`config.mk`:
```
export PLATFORM = sky130hd
export DESIGN_NAME = pseudo_spi_rw_engine
export DESIGN_NICKNAME = d
export VERILOG_FILES = /design/src/rtl/pseudo_spi_rw_engine_pkg.sv /design/src/rtl/pseudo_spi_rw_engine_spi_phase_gen.sv /design/src/rtl/pseudo_spi_rw_engine.sv
export SDC_FILE = /design/constraint.sdc
export NUM_CORES = 1
export LEC_CHECK = 0
export CAP_MARGIN = 20
export CORE_MARGIN = 3
export CORE_UTILIZATION = 30
export DETAILED_ROUTE_END_ITERATION = 12
export PLACE_DENSITY = 0.56
export REMOVE_ABC_BUFFERS = 1
export SLEW_MARGIN = 40
export SYNTH_ARGS = -nofsm -noshare
export SYNTH_HDL_FRONTEND = slang
export SYNTH_SLANG_ARGS = --single-unit
```
`constraint.sdc`:
```
create_clock -name clk -period 3.4 [get_ports clk]
set_input_delay 0.51 -clock clk [delete_from_list [all_inputs] [get_ports clk]]
set_output_delay 0.51 -clock clk [all_outputs]
set_load 0.005 [all_outputs]
```
`src/rtl/pseudo_spi_rw_engine_pkg.sv`:
```
// Shared types for the pseudo-SPI read/write engine: FSM states, bit-cell phases, mode codes.
package pseudo_spi_rw_engine_pkg;

   // Main controller states.
   typedef enum logic [3:0] {
      StIdle  = 4'd0,
      StAddr  = 4'd1,
      StRead  = 4'd2,
      StLoad  = 4'd3,
      StShift = 4'd4,
      StLatch = 4'd5,
      StWrite = 4'd6,
      StLoop  = 4'd7,
      StDone  = 4'd8
   } state_e;

   // Four ticks per serial bit cell.
   typedef enum logic [1:0] {
      PhT0 = 2'd0,  // data setup
      PhT1 = 2'd1,  // sclk1 high
      PhT2 = 2'd2,  // both clocks low
      PhT3 = 2'd3   // sclk2 high, serial input sampled at its end
   } phase_e;

   localparam logic ModeDump = 1'b0;  // SRAM -> spi_so
   localparam logic ModeLoad = 1'b1;  // spi_si -> SRAM

   // States in which the SRAM is enabled.
   function automatic logic is_sram_state(input state_e s);
      return (s == StRead) || (s == StWrite);
   endfunction

   // States in which the bit-cell clock generator runs.
   function automatic logic is_clk_state(input state_e s);
      return (s == StShift) || (s == StLatch);
   endfunction

endpackage

```
`src/rtl/pseudo_spi_rw_engine_spi_phase_gen.sv`:
```
// Tick divider plus 2-bit phase counter producing the non-overlapping sclk1/sclk2 pair.
module spi_phase_gen
   import pseudo_spi_rw_engine_pkg::*;
#(
   parameter int unsigned DIV_WIDTH = 8
) (
   input  logic                 clk,
   input  logic                 rst_n,
   input  logic                 en,     // next-cycle enable, so outputs drop together with the FSM
   input  logic [DIV_WIDTH-1:0] div,    // tick every div+1 cycles
   output logic                 tick,   // last cycle of the current tick period
   output phase_e               phase,
   output logic                 sclk1,
   output logic                 sclk2
);

   logic [DIV_WIDTH-1:0] cnt_q, cnt_d;
   phase_e               phase_q, phase_d;
   logic                 active_q, active_d;
   logic                 sclk1_q, sclk1_d;
   logic                 sclk2_q, sclk2_d;

   assign tick  = active_q && (cnt_q == div);
   assign phase = phase_q;
   assign sclk1 = sclk1_q;
   assign sclk2 = sclk2_q;

   // Next-state: restart at T0 on the first enabled cycle, then advance one phase per tick.
   always_comb begin
      cnt_d    = cnt_q;
      phase_d  = phase_q;
      active_d = en;
      if (!en || !active_q) begin
         cnt_d   = '0;
         phase_d = PhT0;
      end else if (tick) begin
         cnt_d   = '0;
         phase_d = phase_e'(phase_q + 2'd1);
      end else begin
         cnt_d = cnt_q + 1'b1;
      end
      // Clocks are decoded from the next phase so they come straight out of flops.
      sclk1_d = en && (phase_d == PhT1);
      sclk2_d = en && (phase_d == PhT3);
   end

   // Divider/phase state registers.
   always_ff @(posedge clk or negedge rst_n) begin
      if (!rst_n) begin
         cnt_q    <= '0;
         phase_q  <= PhT0;
         active_q <= 1'b0;
         sclk1_q  <= 1'b0;
         sclk2_q  <= 1'b0;
      end else begin
         cnt_q    <= cnt_d;
         phase_q  <= phase_d;
         active_q <= active_d;
         sclk1_q  <= sclk1_d;
         sclk2_q  <= sclk2_d;
      end
   end

   sclk_no_overlap_a : assert property (@(posedge clk) disable iff (!rst_n) !(sclk1_q && sclk2_q));

endmodule

```
`src/rtl/pseudo_spi_rw_engine.sv`:
```
// Streams data_len words between a single-port SRAM and a two-phase serial link, in either
// direction. All outputs come from flops loaded with values decoded from the next state.
module pseudo_spi_rw_engine
   import pseudo_spi_rw_engine_pkg::*;
#(
   parameter int unsigned DATA_WIDTH = 8,
   parameter int unsigned ADDR_WIDTH = 9,
   parameter int unsigned LEN_WIDTH  = 8,
   parameter int unsigned DIV_WIDTH  = 8
) (
   input  logic                  clk,
   input  logic                  rst_n,
   input  logic                  bgn,
   input  logic                  mode,
   input  logic [ADDR_WIDTH-1:0] addr_bgn,
   input  logic [LEN_WIDTH-1:0]  data_len,
   input  logic [DIV_WIDTH-1:0]  freq_div,
   input  logic [DATA_WIDTH-1:0] pi,
   input  logic                  spi_si,
   output logic                  sclk1,
   output logic                  sclk2,
   output logic                  lat,
   output logic                  spi_so,
   output logic                  cen,
   output logic                  wen,
   output logic [ADDR_WIDTH-1:0] a,
   output logic [DATA_WIDTH-1:0] po,
   output logic                  busy,
   output logic                  done
);

   localparam int unsigned BitCntW = (DATA_WIDTH > 1) ? $clog2(DATA_WIDTH) : 1;
   localparam logic [BitCntW-1:0] LastBit = BitCntW'(DATA_WIDTH - 1);

   state_e                state_q, state_d;
   logic                  mode_q, mode_d;
   logic [DIV_WIDTH-1:0]  div_q, div_d;
   logic [LEN_WIDTH-1:0]  count_q, count_d;
   logic [ADDR_WIDTH-1:0] addr_q, addr_d;
   logic [DATA_WIDTH-1:0] shreg_q, shreg_d;
   logic [BitCntW-1:0]    bit_cnt_q, bit_cnt_d;

   logic                  cen_q, cen_d;
   logic                  wen_q, wen_d;
   logic                  lat_q, lat_d;
   logic                  so_q, so_d;
   logic [DATA_WIDTH-1:0] po_q, po_d;
   logic                  busy_q, busy_d;
   logic                  done_q, done_d;

   logic                  tick;
   phase_e                phase;
   logic                  shift_in;

   spi_phase_gen #(
      .DIV_WIDTH (DIV_WIDTH)
   ) u_phase_gen (
      .clk   (clk),
      .rst_n (rst_n),
      .en    (is_clk_state(state_d)),
      .div   (div_q),
      .tick  (tick),
      .phase (phase),
      .sclk1 (sclk1),
      .sclk2 (sclk2)
   );

   // Dump shifts zeros in behind the outgoing LSB; load fills from the MSB side.
   assign shift_in = (mode_q == ModeLoad) ? spi_si : 1'b0;

   // Controller next-state, transfer counters and shift register.
   always_comb begin
      state_d   = state_q;
      mode_d    = mode_q;
      div_d     = div_q;
      count_d   = count_q;
      addr_d    = addr_q;
      shreg_d   = shreg_q;
      bit_cnt_d = bit_cnt_q;

      unique case (state_q)
         StIdle: begin
            if (bgn) begin
               mode_d    = mode;
               div_d     = freq_div;
               count_d   = data_len;
               addr_d    = addr_bgn;
               bit_cnt_d = '0;
               state_d   = (data_len == '0) ? StDone : StAddr;
            end
         end
         StAddr:  state_d = (mode_q == ModeDump) ? StRead : StShift;
         StRead:  state_d = StLoad;
         StLoad: begin
            shreg_d = pi;
            state_d = StShift;
         end
         StShift: begin
            // A bit cell completes on the tick that ends T3.
            if (tick && (phase == PhT3)) begin
               shreg_d = {shift_in, shreg_q[DATA_WIDTH-1:1]};
               if (bit_cnt_q == LastBit) begin
                  bit_cnt_d = '0;
                  state_d   = StLatch;
               end else begin
                  bit_cnt_d = bit_cnt_q + 1'b1;
               end
            end
         end
         StLatch: begin
            if (tick) begin
               state_d = (mode_q == ModeLoad) ? StWrite : StLoop;
            end
         end
         StWrite: state_d = StLoop;
         StLoop: begin
            addr_d  = addr_q + 1'b1;
            count_d = count_q - 1'b1;
            state_d = (count_q == LEN_WIDTH'(1)) ? StDone : StAddr;
         end
         StDone:  state_d = StDone;
         default: state_d = StIdle;
      endcase

      // bgn is a level enable: dropping it ends DONE and aborts anything in flight.
      if (!bgn) begin
         state_d = StIdle;
      end
      if (state_d == StIdle) begin
         addr_d    = '0;
         bit_cnt_d = '0;
      end
   end

   // Registered outputs decoded from the next state.
   always_comb begin
      cen_d  = !is_sram_state(state_d);
      wen_d  = (state_d != StWrite);
      lat_d  = (state_d == StLatch);
      so_d   = ((state_d == StShift) && (mode_d == ModeDump)) ? shreg_d[0] : 1'b0;
      po_d   = (state_d == StWrite) ? shreg_d : '0;
      busy_d = (state_d != StIdle) && (state_d != StDone);
      done_d = (state_d == StDone);
   end

   // Controller and output registers.
   always_ff @(posedge clk or negedge rst_n) begin
      if (!rst_n) begin
         state_q   <= StIdle;
         mode_q    <= ModeDump;
         div_q     <= '0;
         count_q   <= '0;
         addr_q    <= '0;
         shreg_q   <= '0;
         bit_cnt_q <= '0;
         cen_q     <= 1'b1;
         wen_q     <= 1'b1;
         lat_q     <= 1'b0;
         so_q      <= 1'b0;
         po_q      <= '0;
         busy_q    <= 1'b0;
         done_q    <= 1'b0;
      end else begin
         state_q   <= state_d;
         mode_q    <= mode_d;
         div_q     <= div_d;
         count_q   <= count_d;
         addr_q    <= addr_d;
         shreg_q   <= shreg_d;
         bit_cnt_q <= bit_cnt_d;
         cen_q     <= cen_d;
         wen_q     <= wen_d;
         lat_q     <= lat_d;
         so_q      <= so_d;
         po_q      <= po_d;
         busy_q    <= busy_d;
         done_q    <= done_d;
      end
   end

   assign cen    = cen_q;
   assign wen    = wen_q;
   assign lat    = lat_q;
   assign spi_so = so_q;
   assign a      = addr_q;
   assign po     = po_q;
   assign busy   = busy_q;
   assign done   = done_q;

endmodule

```
# Word level (Yosys, flattened, before mapping)
# Cells that the tools add are included.
[word_totals]
inputBits = 38
regBits = 68
[classes]
muxes = 30
bitwise = 1
n_addsub = 5
eq_ne = 24
n_reduce_logical = 23
[op_table]
columns = ["op", "count"]
rows = [
  ["$mux W8", 5],
  ["$pmux W4 S9", 1],
  ["$pmux W8 S2", 2],
  ["$eq A4 B3 Y1 const B", 7],
  ["$mux W4", 6],
  ["$mux W9", 2],
  ["$pmux W9 S2", 1],
  ["$mux W3", 5],
  ["$eq A4 B2 Y1 const B", 3],
  ["$add A9 B1 Y9 const B", 1],
  ["$add A8 B1 Y8 const B", 1],
  ["$eq A4 B4 Y1 const B", 2],
  ["$eq A8 B1 Y1 const B", 1],
  ["$eq A8 B8 Y1", 1],
  ["$logic_not A4 Y1", 2],
  ["$logic_not A8 Y1", 1],
  ["$sub A8 B1 Y8 const B", 1],
  ["$logic_and A1 B1 Y1", 6],
  ["$ne A3 B3 Y1 const B", 2],
  ["$pmux W3 S2", 1],
  ["$reduce_and A2 Y1", 3],
  ["$reduce_bool A3 Y1", 2],
  ["$mux W1", 5],
  ["$eq A2 B2 Y1 const B", 2],
  ["other kinds (15)", 20],
]

# Logic depth before layout (Yosys ltp)
# Gate-level depths: netlist of run 1.
[depth]
depth_word = 13
depth_mapped = 8
ltp_nobuf = 6

# Cells and area by module
# A second synthesis of run 1 with hierarchy kept.
[unflattened]
hier_cells = 337
area_unflattened_um2 = 3335.7
[by_module_without_submodules]
columns = ["mod", "n_inst", "area_each_um2", "cells_each"]
rows = [
  ["pseudo_spi_rw_engine", 1, 2675.1, 277],
  ["spi_phase_gen", 1, 660.6, 60],
]

# Least setup slack after synthesis of run 1
# No wires, ideal clock.
[synth_path]
kind = "register to register"
start = "reg u_phase_gen.cnt_q[1]"
end = "reg po_q[7] (netlist: po[7])"
path_slack_ns = 1.526
path_stages_with_launch = 9
n_path_buf = 2
synth_period_minus_slack_ns = 1.874
setup_time_ns = 0.074
required_ns = 3.326
arrival_time_ns = 1.800
cell_sequence = "dfrtp_1 xnor2_2 nand4_2 or3_1 buf_6 o21ai_4 nand4bb_2 buf_6 a21oi_4"
[synth_via]
elab_chain_len = 8
[synth_rtl]
columns = ["item", "line_no", "rtl"]
rows = [
  ["start: declaration", "pseudo_spi_rw_engine_spi_phase_gen.sv:17", "logic [DIV_WIDTH-1:0] cnt_q, cnt_d;"],
  ["start signal: assignment", "pseudo_spi_rw_engine_spi_phase_gen.sv:56", "cnt_q <= cnt_d;"],
  ["$eq A8 B8 Y1 *", "pseudo_spi_rw_engine_spi_phase_gen.sv:23", "assign tick = active_q && (cnt_q == div);"],
  ["$logic_and A1 B1 Y1 *", "pseudo_spi_rw_engine_spi_phase_gen.sv:23", ""],
  ["$logic_and A1 B1 Y1", "pseudo_spi_rw_engine.sv:100", "if (tick && (phase == PhT3)) begin"],
  ["$mux W4", "pseudo_spi_rw_engine.sv:100", ""],
  ["$pmux W4 S9 *", "pseudo_spi_rw_engine.sv:81", "unique case (state_q)"],
  ["$mux W4 *", "pseudo_spi_rw_engine.sv:126", "if (!bgn) begin"],
  ["via state_d[1]", "pseudo_spi_rw_engine.sv:35", "state_e state_q, state_d;"],
  ["$eq A4 B3 Y1 *", "pseudo_spi_rw_engine.sv:141", "po_d = (state_d == StWrite) ? shreg_d : '0;"],
  ["$mux W8 *", "pseudo_spi_rw_engine.sv:141", ""],
  ["via po_d[7]", "pseudo_spi_rw_engine.sv:47", "logic [DATA_WIDTH-1:0] po_q, po_d;"],
  ["end signal: assignment", "pseudo_spi_rw_engine.sv:175", "po_q <= po_d;"],
  ["end: declaration", "pseudo_spi_rw_engine.sv:47", ""],
]
# The timed path passes the listed nets; every way through them passes the cells marked *.
# A chain may end at the register's enable or synchronous reset.

# Worst setup path in the final report of run 1
[layout_path]
start = "reg state_q[2]"
end = "reg so_q (netlist: spi_so)"
[layout_via]
elab_chain_len = 7
[layout_rtl]
columns = ["item", "line_no", "rtl"]
rows = [
  ["start: declaration", "pseudo_spi_rw_engine.sv:35", ""],
  ["start signal: assignment", "pseudo_spi_rw_engine.sv:149", "state_q <= StIdle;"],
  ["start signal: assignment", "pseudo_spi_rw_engine.sv:164", "state_q <= state_d;"],
  ["$mux W4", "pseudo_spi_rw_engine.sv:102", "if (bit_cnt_q == LastBit) begin"],
  ["$mux W4", "pseudo_spi_rw_engine.sv:100", ""],
  ["$pmux W4 S9", "pseudo_spi_rw_engine.sv:81", ""],
  ["$mux W4", "pseudo_spi_rw_engine.sv:126", ""],
  ["$eq A4 B3 Y1", "pseudo_spi_rw_engine.sv:140", "so_d = ((state_d == StShift) && (mode_d == ModeDump)) ? shreg_d[0] : 1'b0;"],
  ["$logic_and A1 B1 Y1", "pseudo_spi_rw_engine.sv:140", ""],
  ["$mux W1 *", "pseudo_spi_rw_engine.sv:140", ""],
  ["via so_d", "pseudo_spi_rw_engine.sv:46", "logic so_q, so_d;"],
  ["end signal: assignment", "pseudo_spi_rw_engine.sv:159", "so_q <= 1'b0;"],
  ["end signal: assignment", "pseudo_spi_rw_engine.sv:174", "so_q <= so_d;"],
  ["end: declaration", "pseudo_spi_rw_engine.sv:46", ""],
]
# Marks and branches as above.

==> run metrics, run 1 <==
Layout area overhead 32.2%; DRC violations left 0; CORE AREA 11000 um2; Switching Fraction 30.9%; setup slack, reg-to-reg 1.07 ns; reg-to-reg endpoint spi_so; Period minus WS final 2.33 ns; layout cell share with drive strength beyond 1 13.2%; Gate power share 24.8%; GRT Overall Usage 13.1%; pin count of the biggest net entering global routing 49; XOR/XNOR share of the synthesized area 4.96%; Critical Path Max Stage Delay 0.54 ns; worst setup margin 1.07 ns; maximum vdd ir drop 0.000272 V; min-delay worst type in2async; CP arrival 2.53 ns; internal power 2030 uW; Fin Setup TNS 0 ns; Die H 113 um; Synth area leaders dfrtp_1, nand2_1, nor2_1; CTS tree done; Synth Warn # 0; Synth async-reset ratio 100%; largest delay contributor family on the critical path simple AND/OR/NAND/NOR gates; crit path launch type flip-flop; Setup Fix Bufs, Post-CTS 0; total power 2940 uW; Worst path slowest cell dfrtp_1; Power Dens Cells 653 nW/um2; placed inst area 4180 um2; total CTS buffers 9; clock transition at the registers of the reported paths 0.06 ns; DR WL met2 3.57 mm; Switch Pwr 909 uW; Max Cap Violations 0; Reg2Reg Depth 6; Worst EP required 3.61 ns; leading area contributor after synthesis dfrtp_1; Port Buffers 62; ys flop type dfrtp_1; post-layout net count 449; fin crit share 68.4%; number of H-tree levels 3; post-synthesis adder-cell area fraction 2.57%; DRT iter0 DRCs 75; WL per Instance 14.6 um; cts-stage hold buffer count 0; CP Capture Type flip-flop; Root Driver clkbuf_16; ant diodes 0; FF-to-FF Start state_q[2]; Met1 Wirelength 3.84 mm; global route total overflow 0; Cell variety after synth 56; Clock power frac 34.5%; final non-filler cell area 4510 um2; post-synth top area share 48.5%; Mapped Cells 336; share of the yosys chip area belonging to registers 50.0%; 1st-pass router iterations 4; Final Setup Violations 0; first-pass GRT wire length 13.4 mm; Static Leak 0.00196 uW; synthesized cell area 3410 um2; worst slack, placed 0.824 ns; Post-synth EDFFs 0; Top Layer Used met4; Routability Congestion 0.782; Die Wd 113 um; sequential share of power 40.6%; met3 wire length 471 um; Post-synth top cells dfrtp_1, nand2_1, nor2_1; Detail Route Antenna Nets 0; die area 12700 um2; status completed; max_slew headroom 49.0%; fmax 430 MHz; final HPWL from detailed placement 5.72 mm; clock sink count 68; Site Rows 38; syn avg cell area 10.1 um2; Worst Skew 0.00609 ns; kind of critical path reg2reg; RSZ-0062 raised after global routing false; Seq cells post-synth 68; largest family of logic cells by synthesized area simple AND/OR/NAND/NOR gates; vias per cell 4.93; Final Max Tran Viols 0; most numerous cell in the Yosys netlist dfrtp_1; post-synthesis mux area share 0.624%; Synth Area in Simple Gates 25.0%; worst-path maximum fanout 11; PostCTS Resize Cnt 0; Layout Utilization 41.0%; final hold violations 0; io pins 63; number of antenna violations at the first check in global routing 0; vias in the first global route 2691; Max clock buf depth 2; later-pin clock latency in the skew report 0.33 ns; Compound-Gate Fraction of Synth Area 13.8%; Worst Path Buf+Inv 0; Routed WL 8.02 mm; initial core utilization 31.0%; vias after detailed routing 2707; worst-path cell chain nor2b_1 > nand3_1 > nor4_4 > nor2_1 > a21oi_1 > nor3_1; Tightest Pin Transition 0.765 ns
worst max path at each step:
| stage | depth (start not counted) | slack (ns) | endpoint | startpoint |
|---|---|---|---|---|
| finish | 6 | 1.07 | spi_so | state_q[2] |
| global route | 6 | 0.78 | spi_so | state_q[2] |
| CTS | 6 | 1.05 | spi_so | state_q[2] |
| detailed placement | 8 | 0.82 | po[7] | data_len[0] |
| global placement | 8 | 0.86 | po[7] | data_len[0] |
| floorplan | 6 | 1.22 | po[7] | u_phase_gen.cnt_q[1] |
cell type report:
cell class,instances,area (um2)
Fill cell,1102,6480
Sequential cell,68,1700
Multi-Input combinational cell,249,1600
Timing Repair Buffer,70,678
Clock buffer,10,239
Tap cell,140,175
Clock inverter,6,87.6
Inverter,6,22.5
flip-flops by register name (all words and copies together), names as in the netlist, 3 cells and up:
signal             flops
a                      9
bit_cnt_q              3
count_q                8
div_q                  8
po                     8
shreg_q                8
state_q                4
u_phase_gen.cnt_q      8
cell usage in the layout, fill, tap and decap left out, types with 2 or more instances in the layout:
cell type | netlist | routed
a211oi_1 | 3 | 3
a21o_1 | 6 | 6
a21oi_1 | 23 | 23
a22o_1 | 7 | 7
a311oi_1 | 2 | 2
a31oi_1 | 5 | 5
and2_1 | 5 | 5
and3_1 | 5 | 5
buf_4 | 5 | 9
bufinv_16 | 0 | 2
clkbuf_16 | 0 | 9
clkdlybuf4s50_1 | 0 | 61
clkinv_2 | 0 | 2
clkinv_4 | 0 | 2
dfrtp_1 | 66 | 66
dfstp_2 | 2 | 2
ha_1 | 7 | 7
inv_1 | 6 | 6
nand2_1 | 49 | 49
nand3_1 | 15 | 15
nand3b_1 | 3 | 3
nand4_1 | 2 | 2
nand4b_1 | 2 | 2
nor2_1 | 39 | 39
nor2b_1 | 2 | 2
nor2b_4 | 6 | 6
nor3_1 | 10 | 10
nor4_1 | 5 | 5
o21ai_0 | 5 | 5
o221a_2 | 4 | 4
or3_1 | 4 | 4
xnor2_1 | 5 | 5
xnor2_2 | 5 | 5
xor2_1 | 5 | 5
per-stage QoR:
step / hold slack (ns) / std cells
floorplan: 0.214 / 323
global placement: 0.477 / 533
detailed placement: 0.488 / 533
CTS: 0.217 / 549
global route: 0.240 / 549
finish: 0.188 / 549
power groups by stage:
stage | combinational (uW) | clock (uW) | sequential [uW]
after floorplan | 492 | 0 | 1160
after global placement | 728 | 0 | 1200
after detailed placement | 739 | 0 | 1210
final | 731 | 1020 | 1200
after global routing | 823 | 1080 | 1230
after CTS | 741 | 1040 | 1190
per-layer routing:
metal  track usage [%]  up-vias
met1              18.2     1298
met4              5.05        0
met2              19.8       75
met3              3.34       13
met5                 0        -
li1                  -     1321
cell families after synthesis:
logic type,after synthesis
buf+inv,19
xor+xnor,15
fa+ha+maj,7
mux,2
compound gates,66
flops,68
simple gates,159
worst register-to-register path, cell delays in order, from the launching register on:
cell     delay [ns]
dfrtp_1        0.54
nor2b_1        0.29
nand3_1        0.16
nor4_4         0.52
nor2_1         0.27
a21oi_1        0.34
nor3_1         0.10
Note: power is estimated with default switching activity, not from simulation.
==> inputs of run 2 (changes only) <==
==> constraint.sdc (replaced) <==
create_clock -name clk -period 2.25 [get_ports clk]
set_input_delay 0.3375 -clock clk [delete_from_list [all_inputs] [get_ports clk]]
set_output_delay 0.3375 -clock clk [all_outputs]
set_load 0.005 [all_outputs]
==> run metrics, run 2 (same netlist as run 1, synthesis figures left out) <==
status completed; pin count of the biggest net entering global routing 69; DRC violations left 0; WL per Instance 14.1 um; maximum vdd ir drop 0.000383 V; worst setup margin 0.178 ns; most frequent cells in the layout dfrtp_1, clkdlybuf4s50_1, nand2_1; RSZ-0062 raised after global routing false; Post-Place Cells 552; setup slack, reg-to-reg 0.18 ns; WP depth 9; total CTS buffers 9; fmax 483 MHz; Port Buffers 62; io pins 63; crit path launch type primary input; Static Leak 0.00205 uW; Worst Skew 0.00825 ns; Site Rows 38; Layout area overhead 36.5%; Setup Fix Bufs, Post-CTS 0; Worst path slowest cell clkdlybuf4s50_1; reg-to-reg endpoint po[2]; Final Setup Violations 0; GRT Overall Usage 13.0%; 1st-pass router iterations 4; worst-path cell chain clkdlybuf4s50_1 > nor4_1 > buf_4 > a21oi_1 > o21ai_0 > o31ai_1 > nand4bb_2 > buf_12 > nor2b_4; Critical Path Max Stage Delay 0.42 ns; global route total overflow 0; layout cell share with drive strength beyond 1 17.1%; Routability Congestion 0.796; ant diodes 0; Detail Route Antenna Nets 0; PostCTS Resize Cnt 0; vias after detailed routing 2766; global route hottest layer met2; end of the critical path po[2]; vias per cell 4.87; final hold violations 0; most common cell after layout, fill and taps aside dfrtp_1; worst slack, placed -0.149 ns; Die Wd 113 um; Die H 113 um; Period minus WS final 2.07 ns; fin crit share 92.1%; Tightest Pin Transition 0.602 ns; CP arrival 2.33 ns; met3 Usage GRT 4.10%; clock sink count 68; kind of critical path in2reg; post-layout net count 468; CORE AREA 11000 um2; GR Layer Usage met2 19.9%; Reg2Reg Depth 7; Worst Path Buf+Inv 3; max FFs per register 9; CP Launch Point data_len[0]; die area 12700 um2; CP Capture Type flip-flop; GRT met1 Usage 17.7%; DRT iter0 DRCs 127; largest delay contributor family on the critical path buffers and inverters; Power Dens Cells 960 nW/um2; Final Max Tran Viols 0; final HPWL from detailed placement 5.83 mm; total power 4470 uW; number of H-tree levels 3; Worst EP required 2.51 ns; min-delay worst type in2async; initial core utilization 31.0%; CTS tree done; Fin Setup TNS 0 ns; FF-to-FF Start u_phase_gen.cnt_q[1]; max_slew headroom 59.7%; Max Cap Violations 0; fin cells 568; Root Driver clkbuf_16; first-pass GRT wire length 13.2 mm; Max clock buf depth 2; number of antenna violations at the first check in global routing 0; later-pin clock latency in the skew report 0.33 ns; clock transition at the registers of the reported paths 0.05 ns; worst-path maximum fanout 9; vias in the first global route 2733; cts-stage hold buffer count 0; Routed WL 7.98 mm
==> run 2: changes by cell type in the layout (fill, tap and decap cells not counted), sizes merged <==
cell	delta
clkbuf	-1
inv	+3
buf	+19
bufinv	-1
clkinvlp	+1
clkinv	-2
==> run 2: through the flow <==
step	utilization, %	hold WS, ns	area, um2
3_5_place_dp	39.6	0.393	4340
2_1_floorplan	-	0.0419	3330
4_1_cts	42.4	0.0447	4650
3_3_place_gp	39.6	0.396	4340
6_report	42.4	0.0196	4650
5_1_grt	42.4	0.0609	4650
==> run 2: power breakdown <==
| part | total [uW] | leakage [uW] | internal (uW) | switching, uW |
|---|---|---|---|---|
| sequential | 1780 | 0.000886 | 1510 | 273 |
| combinational | 1230 | 0.00101 | 651 | 579 |
| clock | 1450 | 0.000149 | 877 | 577 |
| total | 4470 | 0.00205 | 3040 | 1430 |
==> run 2: worst min path at each step <==
stage	startpoint	slack, ns	endpoint	cells past startpoint
6_report	rst_n	0.02	shreg_q[1]	2
5_1_grt	rst_n	0.06	spi_so	2
4_1_cts	rst_n	0.04	spi_so	2
3_5_place_dp	rst_n	0.39	shreg_q[1]	2
3_3_place_gp	rst_n	0.40	count_q[7]	2
2_1_floorplan	rst_n	0.04	a[0]	0
==> run 2: layout make-up <==
class                           count  area, um2
Fill cell                        1080       6330
Sequential cell                    68       1700
Multi-Input combinational cell    249       1600
Timing Repair Buffer               89        843
Clock buffer                        9        225
Tap cell                          140        175
Clock inverter                      7       83.8
Inverter                            6       22.5
==> run 2: metal layers <==
layer	part of all wire, %	up-vias
li1	-	1363
met1	47	1316
met2	45	78
met3	6.4	9
met4	1.1	0
met5	0	-
==> inputs of run 3 (changes only) <==
--- a/config.mk
+++ b/config.mk
@@ -11,7 +11,6 @@
 export DETAILED_ROUTE_END_ITERATION = 12
 export PLACE_DENSITY = 0.56
 export REMOVE_ABC_BUFFERS = 1
-export SLEW_MARGIN = 40
 export SYNTH_ARGS = -nofsm -noshare
 export SYNTH_HDL_FRONTEND = slang
 export SYNTH_SLANG_ARGS = --single-unit
==> results of run 3 <==
Same layout as run 2: the final DEF is identical, and so are final timing and power.
